$ cat src/rtl/dlx_ctrl_pkg.sv
// Shared opcodes, FSM states and bus address for the DLX step controller.
// Imported by the command decoder and the controller top.
package dlx_ctrl_pkg;

  localparam logic [9:0] CMD_ADDR_DEF = 10'h200;

  localparam logic [2:0] OP_INIT = 3'b001;
  localparam logic [2:0] OP_STEP = 3'b010;
  localparam logic [2:0] OP_RUN  = 3'b011;
  localparam logic [2:0] OP_STOP = 3'b100;

  typedef enum logic [2:0] {
    S_IDLE,
    S_INIT,
    S_STEP,
    S_RUN,
    S_HALTED
  } state_e;

endpackage

$ cat src/rtl/step_cmd_decode.sv
// Command register address match and write-edge detect.
// cmd_valid pulses for one cycle on the rising edge of a matching write.
module step_cmd_decode
  import dlx_ctrl_pkg::*;
#(
  parameter logic [9:0] CMD_ADDR = CMD_ADDR_DEF
) (
  input  logic        clk,
  input  logic        reset,
  input  logic        cardsel,
  input  logic        wr_n,
  input  logic [9:0]  ai,
  input  logic [2:0]  sdi_op,
  input  logic [15:0] sdi_len,
  output logic        cmd_valid,
  output logic [2:0]  opcode,
  output logic [15:0] run_len
);

  logic wr;
  logic wr_q;

  assign wr        = cardsel & ~wr_n & (ai == CMD_ADDR);
  assign cmd_valid = wr & ~wr_q;
  assign opcode    = sdi_op;
  assign run_len   = sdi_len;

  always_ff @(posedge clk) begin
    if (!reset) begin
      wr_q <= 1'b0;
    end else begin
      wr_q <= wr;
    end
  end

endmodule

$ cat src/rtl/dlx_step_controller.sv
// Host-driven step/run/stop/init controller for the DLX core.
// Drives monitor strobes and the 32-bit step counter, all registered.
module dlx_step_controller
  import dlx_ctrl_pkg::*;
#(
  parameter logic [9:0] CMD_ADDR    = CMD_ADDR_DEF,
  parameter int         INIT_CYCLES = 4
) (
  input  logic        clk,
  input  logic        reset,
  input  logic        CARDSEL,
  input  logic        WR_N,
  input  logic [9:0]  AI,
  input  logic [31:0] SDI,
  input  logic        halt,
  output logic        step_en,
  output logic        in_init,
  output logic        stop_n,
  output logic [31:0] step_counter,
  output logic        busy
);

  localparam int CW = $clog2(INIT_CYCLES + 1);

  state_e      state;
  logic [15:0] remaining;
  logic [CW-1:0] init_cnt;

  logic        cmd_valid;
  logic [2:0]  opcode;
  logic [15:0] run_len;
  logic        init_cmd;
  logic        step_cmd;
  logic        run_cmd;
  logic        stop_cmd;
  logic        unused_sdi;

  assign unused_sdi = ^SDI[15:3];

  step_cmd_decode #(
    .CMD_ADDR(CMD_ADDR)
  ) u_dec (
    .clk      (clk),
    .reset    (reset),
    .cardsel  (CARDSEL),
    .wr_n     (WR_N),
    .ai       (AI),
    .sdi_op   (SDI[2:0]),
    .sdi_len  (SDI[31:16]),
    .cmd_valid(cmd_valid),
    .opcode   (opcode),
    .run_len  (run_len)
  );

  always_comb begin
    init_cmd = 1'b0;
    step_cmd = 1'b0;
    run_cmd  = 1'b0;
    stop_cmd = 1'b0;
    if (cmd_valid) begin
      unique case (1'b1)
        (opcode == OP_INIT): init_cmd = 1'b1;
        (opcode == OP_STEP): step_cmd = 1'b1;
        (opcode == OP_RUN):  run_cmd  = 1'b1;
        (opcode == OP_STOP): stop_cmd = 1'b1;
        default: ;
      endcase
    end
  end

  always_ff @(posedge clk) begin
    if (!reset) begin
      state        <= S_IDLE;
      step_en      <= 1'b0;
      in_init      <= 1'b0;
      stop_n       <= 1'b1;
      busy         <= 1'b0;
      step_counter <= '0;
      remaining    <= '0;
      init_cnt     <= '0;
    end else begin
      step_counter <= step_counter + {31'd0, step_en};
      // INIT overrides everything, including the clear of a step in flight
      if (init_cmd) begin
        state        <= S_INIT;
        in_init      <= 1'b1;
        step_en      <= 1'b0;
        stop_n       <= 1'b1;
        busy         <= 1'b1;
        init_cnt     <= CW'(INIT_CYCLES - 1);
        step_counter <= '0;
      end else begin
        unique case (state)
          S_IDLE: begin
            if (step_cmd) begin
              state   <= S_STEP;
              step_en <= 1'b1;
              busy    <= 1'b1;
            end else if (run_cmd) begin
              state     <= S_RUN;
              step_en   <= 1'b1;
              busy      <= 1'b1;
              remaining <= run_len;
            end
          end
          S_INIT: begin
            if (init_cnt == '0) begin
              state   <= S_IDLE;
              in_init <= 1'b0;
              busy    <= 1'b0;
            end else begin
              init_cnt <= init_cnt - 1'b1;
            end
          end
          S_STEP: begin
            step_en <= 1'b0;
            busy    <= 1'b0;
            if (halt) begin
              state  <= S_HALTED;
              stop_n <= 1'b0;
            end else begin
              state <= S_IDLE;
            end
          end
          S_RUN: begin
            if (halt) begin
              state   <= S_HALTED;
              stop_n  <= 1'b0;
              step_en <= 1'b0;
              busy    <= 1'b0;
            end else if (stop_cmd || remaining == 16'd1) begin
              state   <= S_IDLE;
              step_en <= 1'b0;
              busy    <= 1'b0;
            end else if (remaining != 16'd0) begin
              remaining <= remaining - 16'd1;
            end
          end
          S_HALTED: ;
          default: begin
            state   <= S_IDLE;
            step_en <= 1'b0;
            busy    <= 1'b0;
          end
        endcase
      end
    end
  end

endmodule
$ cat config.mk
export PLATFORM = sky130hd
export DESIGN_NAME = dlx_step_controller
export DESIGN_NICKNAME = d
export VERILOG_FILES = /design/src/rtl/dlx_ctrl_pkg.sv /design/src/rtl/step_cmd_decode.sv /design/src/rtl/dlx_step_controller.sv
export SDC_FILE = /design/constraint.sdc
export NUM_CORES = 1
export LEC_CHECK = 0
export ABC_AREA = 1
export CORE_MARGIN = 5
export CORE_UTILIZATION = 45
export DETAILED_ROUTE_END_ITERATION = 10
export GPL_ROUTABILITY_DRIVEN = 0
export HOLD_SLACK_MARGIN = 0.06
export PLACE_DENSITY = 0.76
export SYNTH_ARGS = -nofsm -noshare
export SYNTH_HDL_FRONTEND = slang
export SYNTH_SLANG_ARGS = --single-unit
$ cat constraint.sdc
create_clock -name clk -period 2.05 [get_ports clk]
set_input_delay 0.205 -clock clk [delete_from_list [all_inputs] [get_ports clk]]
set_output_delay 0.205 -clock clk [all_outputs]
set_load 0.03 [all_outputs]
After elaboration in Yosys (flattened, before gate mapping)
Cells that the tools add are included.
{"block": "word_totals", "latchBits": 0, "input_bits": 47, "memories": 0, "mem_bits_ro": 0, "word_cells": 100, "ram_bits": 0, "output_inout_bits": 36, "register_bits": 59}
{"block": "classes", "div_mod_pow": 0, "addsub": 3, "shifts": 0, "n_eq_ne": 23, "n_mul": 0, "order_cmp": 0, "mux": 35, "reduce_logical": 18, "bitwise_logic": 10}
{"operator": "$mux 16", "n": 5}
{"operator": "$add 32x1->32", "n": 1}
{"operator": "$pmux 16 s2", "n": 1}
{"operator": "$mux 3", "n": 6}
{"operator": "$mux 1", "n": 17}
{"operator": "$eq 16x1->1 const B", "n": 1}
{"operator": "$ne 2x2->1 const B", "n": 8}
{"operator": "$reduce_bool 16->1", "n": 1}
{"operator": "$sub 16x1->16 const B", "n": 1}
{"operator": "$pmux 3 s5", "n": 1}
{"operator": "$eq 3x2->1 const B", "n": 4}
{"operator": "$eq 10x10->1 const B", "n": 1}
{"operator": "$ne 3x3->1 const B", "n": 3}
{"operator": "$ne 4x4->1 const B", "n": 2}
{"operator": "$reduce_and 2->1", "n": 4}
{"operator": "$reduce_and 4->1", "n": 2}
{"operator": "$not 1->1", "n": 7}
{"operator": "$reduce_and 7->1", "n": 1}
{"operator": "$eq 3x1->1 const B", "n": 2}
{"operator": "$eq 3x3->1 const B", "n": 2}
{"operator": "$logic_not 3->1", "n": 2}
{"operator": "$mux 2", "n": 3}
{"operator": "$reduce_bool 2->1", "n": 3}
{"operator": "$reduce_or 2->1", "n": 3}
{"operator": "6 further kinds", "n": 8}

Longest topological paths before layout
{"block": "logic_depth", "ltp_word": 10, "ltp_mapped": 12, "ltp_nobuf": 12}

Hierarchy
A second synthesis with hierarchy kept.
{"block": "unflattened", "cells_unflattened": 600, "area_unflattened_um2": 3679.8}
{"module": "dlx_step_controller", "area_per_inst_um2": 3429.5, "cells_each": 557, "instances": 1, "seq_area_each_um2": 1161.1}
{"module": "step_cmd_decode", "area_per_inst_um2": 250.2, "cells_each": 43, "instances": 1, "seq_area_each_um2": 20.0}

Least setup slack after synthesis
No wires, ideal clock.
{"block": "synth_timing", "path_kind": "reg-to-reg", "start": "reg step_en", "end": "reg step_counter[30]", "path_slack_ns": -0.028, "path_buffers": 0, "path_stages_with_launch": 13, "required_time_ns": 1.931, "period_less_slack_ns": 2.078, "setup_ns": 0.119, "t_arrival_ns": 1.959, "path_cell_list": "dfxtp_1 -> ha_1 -> ha_1 -> nand2_2 -> nor2_2 -> nand3_2 -> nor2_4 -> nand3_2 -> nor2_2 -> nand2_1 -> nor2_2 -> nand2_1 -> nor3b_2"}
{"block": "synth_between", "elab_chain_len": 1}
{"element": "start: declaration", "line_no": "dlx_step_controller.sv:16", "source": "output logic step_en,"}
{"element": "start signal: assignment", "line_no": "dlx_step_controller.sv:74", "source": "step_en <= 1'b0;"}
{"element": "start signal: assignment", "line_no": "dlx_step_controller.sv:87", "source": "step_en <= 1'b0;"}
{"element": "start signal: assignment", "line_no": "dlx_step_controller.sv:97", "source": "step_en <= 1'b1;"}
{"element": "$add 32x1->32", "line_no": "dlx_step_controller.sv:82", "source": "step_counter <= step_counter + {31'd0, step_en};"}
{"element": "end signal: assignment", "line_no": "dlx_step_controller.sv:82"}
{"element": "end: declaration", "line_no": "dlx_step_controller.sv:19", "source": "output logic [31:0] step_counter,"}
No other way between the ends.
A chain may end at the register's enable or synchronous reset.

Worst setup path in the final report
Same ends and word-level chain as after synthesis.

==> results.cfg <==
[cells_and_area]
nets = 618
n_antenna_cell = 0
drive_above_1_share = 0.118
syn_to_final_growth_pct = 31.2
num-fill-cells = 654

[pwr]
p_int_uw = 2700
p_switching_uw = 2020
total_power_uw = 4710
ir_drop_v = 0.000610
power.share.sequential = 0.317
combPwrFrac = 0.480
p_leak_uw = 0.00166
clkPwrFrac = 0.204
p_per_area_mw_per_mm2 = 1070
switching_share = 0.428

[floorplan]
die-area_mm2 = 0.00925
start_util = 0.461
core-area_mm2 = 0.00725
io_pins = 83
fp.dieH_um = 96.2
placementRows = 31
chipWidth_um = 96.2

[timing]
period_share = 0.922
min_period_ns = 1.89
worst_pin_slew_ns = 0.546
max_freq_mhz = 529
finalHoldViolCount = 0
setup_slack_ns = 0.159
slew_violations = 0
whs_ns = 0.470
setup_viol = 0
skew_ns = 0.0126
relSlewSlack = 0.636

[detailed_routing]
routed_wl_um = 8350
avgViaCountPerCell = 5.14
drtIter0Drc = 186
wl_per_cell_um = 12.5
drcViolationCount = 0
met2WireLength_um = 4080
dr.pass1.iters = 4
met1Wirelength_um = 3730
via_count = 3432
drtAntennaViolNets = 0
wl_met3_um = 406
highest_layer = met4

[worst_hold_path]
min_path_type = reg -> reg

[synthesis]
synth_area_leaders = dfxtp_1 (35%), nand2_1 (11%), inv_1 (6.7%), nor2_1 (6.6%), a21oi_1 (5.5%)
synth_top_area_cell = dfxtp_1
ys_seq_elements = 59
synth_ff_type = dfxtp_1
synth_cells = 484
synth_warnings = 0
synth_nets = 538
synth_top_area_share = 0.354
ys_seq_area_frac = 0.354
netlist_area_mm2 = 0.00334
async_flop_share = 0
synth_edf_count = 0
avgSynthCellArea_um2 = 6.90
synth_cell_types = 41

[worst_setup_path]
crit_family = simple AND/OR/NAND/NOR gates
worstPathMaxFanout = 4
cp_data_arrival_time_ns = 2.12
slowest_stage = dfxtp_2
cp_cell_sequence = ha_2, ha_2, nand2_2, nor2_4, nand3_2, nor2_4, nand3_2, nor2_2, nand2_1, nor2_2, nand2_1, nor3b_2
worstPathRequired_ns = 2.28
max_stage_delay_ns = 0.35
criticalPathCategory = reg -> reg
startpoint_type = flip-flop
critPathCaptureType = flip-flop
critPathBufInv = 0

[grt]
antenna_found_initial = 0
grt_pass1_wl_um = 14100
grt_use_total = 0.190
grt_pass1_vias = 3302
overflow = 0
grt_max_degree = 17

[placed_design]
port_buffers = 69
dpl.hpwl_um = 6250
pre_cts_ws_ns = 0.0517

[run_status]
status = finished clean

[clocking]
clockRootBuffer = clkbuf_8
cts_htree_levels = 3
cts_hold_buffers = 0
cts_tree = yes
clock-sinks = 59
cts_inserted_buffers = 9
cts_buffer_depth = 2
clk_transition_reported_paths_ns = 0.07
clk_latency_ns = 0.34

[run]
drv_cap = 0
==> cell type report <==
type                    count  area [µm²]  share of cell area
inverters                  62         233              0.0531
multi-input cells         352        1880               0.428
flip-flops and latches     59        1180               0.270
repair buffers             80         786               0.179
clock inverters             4        25.0             0.00571
well taps                  99         124              0.0283
clock buffers              12         155              0.0354
==> placed cells by master, fill, tap and decap left out, types with 5 or more instances in the layout <==
cell type / count
nor2_4: 6
nor2_1: 59
clkbuf_8: 11
dfxtp_1: 57
a21oi_1: 37
xor2_1: 12
ha_1: 5
nand2_2: 5
buf_4: 10
inv_1: 60
nand2_1: 97
nor3_1: 15
o21ai_0: 15
nor4_1: 6
nand3_1: 36
clkdlybuf4s50_1: 69
nand4_1: 13
==> power groups by stage <==
stage,clock (µW),sequential [µW],combinational [µW]
floorplan,0,1540,1610
global placement,0,1500,2160
finish,959,1490,2260
detailed placement,0,1510,2240
CTS,979,1490,2260
global route,1030,1520,2570
==> per-stage QoR <==
step / std cells / TNS [ns] / util / area [µm²]
floorplan: 484 / 0 / - / 3340
global placement: 652 / 0 / 0.577 / 4180
detailed placement: 652 / 0 / 0.577 / 4180
CTS: 668 / 0 / 0.602 / 4360
global route: 668 / -0.0239 / 0.604 / 4380
finish: 668 / 0 / 0.604 / 4380
==> synthesized netlist by cell type (6+ instances only) <==
| cell | number |
|---|---|
| xor2_1 | 12 |
| nand2_1 | 97 |
| nand3_1 | 37 |
| inv_1 | 60 |
| o21ai_0 | 15 |
| nor3_1 | 16 |
| ha_1 | 7 |
| nor2_1 | 59 |
| buf_2 | 7 |
| a21oi_1 | 37 |
| dfxtp_1 | 59 |
| nor4_1 | 6 |
| nand4_1 | 13 |
==> worst paths after layout <==
check                                   endpoint  cells after the start  slack [ns]    startpoint
worst max-delay path            step_counter[30]                     12        0.16       step_en
worst min-delay path                remaining[3]                      2        0.47  remaining[3]
worst max register to register  step_counter[30]                     12        0.16       step_en
worst min register to register      remaining[3]                      2        0.47  remaining[3]
==> cell families after synthesis <==
group,after synthesis,share of synthesized area
XOR/XNOR,15,0.0393
AO/OA/AOI/OAI,70,0.117
adder cells (fa/ha/maj),7,0.0262
AND/OR/NAND/NOR,260,0.373
buffers and inverters,73,0.0903
flip-flops,59,0.354
==> flip-flops by register name (all words and copies together), names as in the netlist <==
register	flops
busy	1
in_init	1
init_cnt	3
remaining	16
state	3
step_counter	32
step_en	1
stop_n	1
u_dec.wr_q	1
==> worst register-to-register path, stage by stage (launching register included) <==
cell and delay, ns:
dfxtp_2 0.35, ha_2 0.19, ha_2 0.18, nand2_2 0.08, nor2_4 0.12, nand3_2 0.11
nor2_4 0.13, nand3_2 0.10, nor2_2 0.12, nand2_1 0.11, nor2_2 0.11, nand2_1 0.05
nor3b_2 0.14
==> per-layer routing <==
layer | vias to the layer above | GRT usage
met5 | - | 0
met2 | 79 | 0.325
met3 | 16 | 0.0453
met1 | 1594 | 0.227
met4 | 0 | 0.0735
li1 | 1743 | -
==> repair_timing <==
item / 4_1_cts / 5_1_grt
endpoints found under the setup margin: 0 / 3
resized for setup: 0 / 5
buffers inserted: 0 / 0
Note: power is estimated with default switching activity, not from simulation.
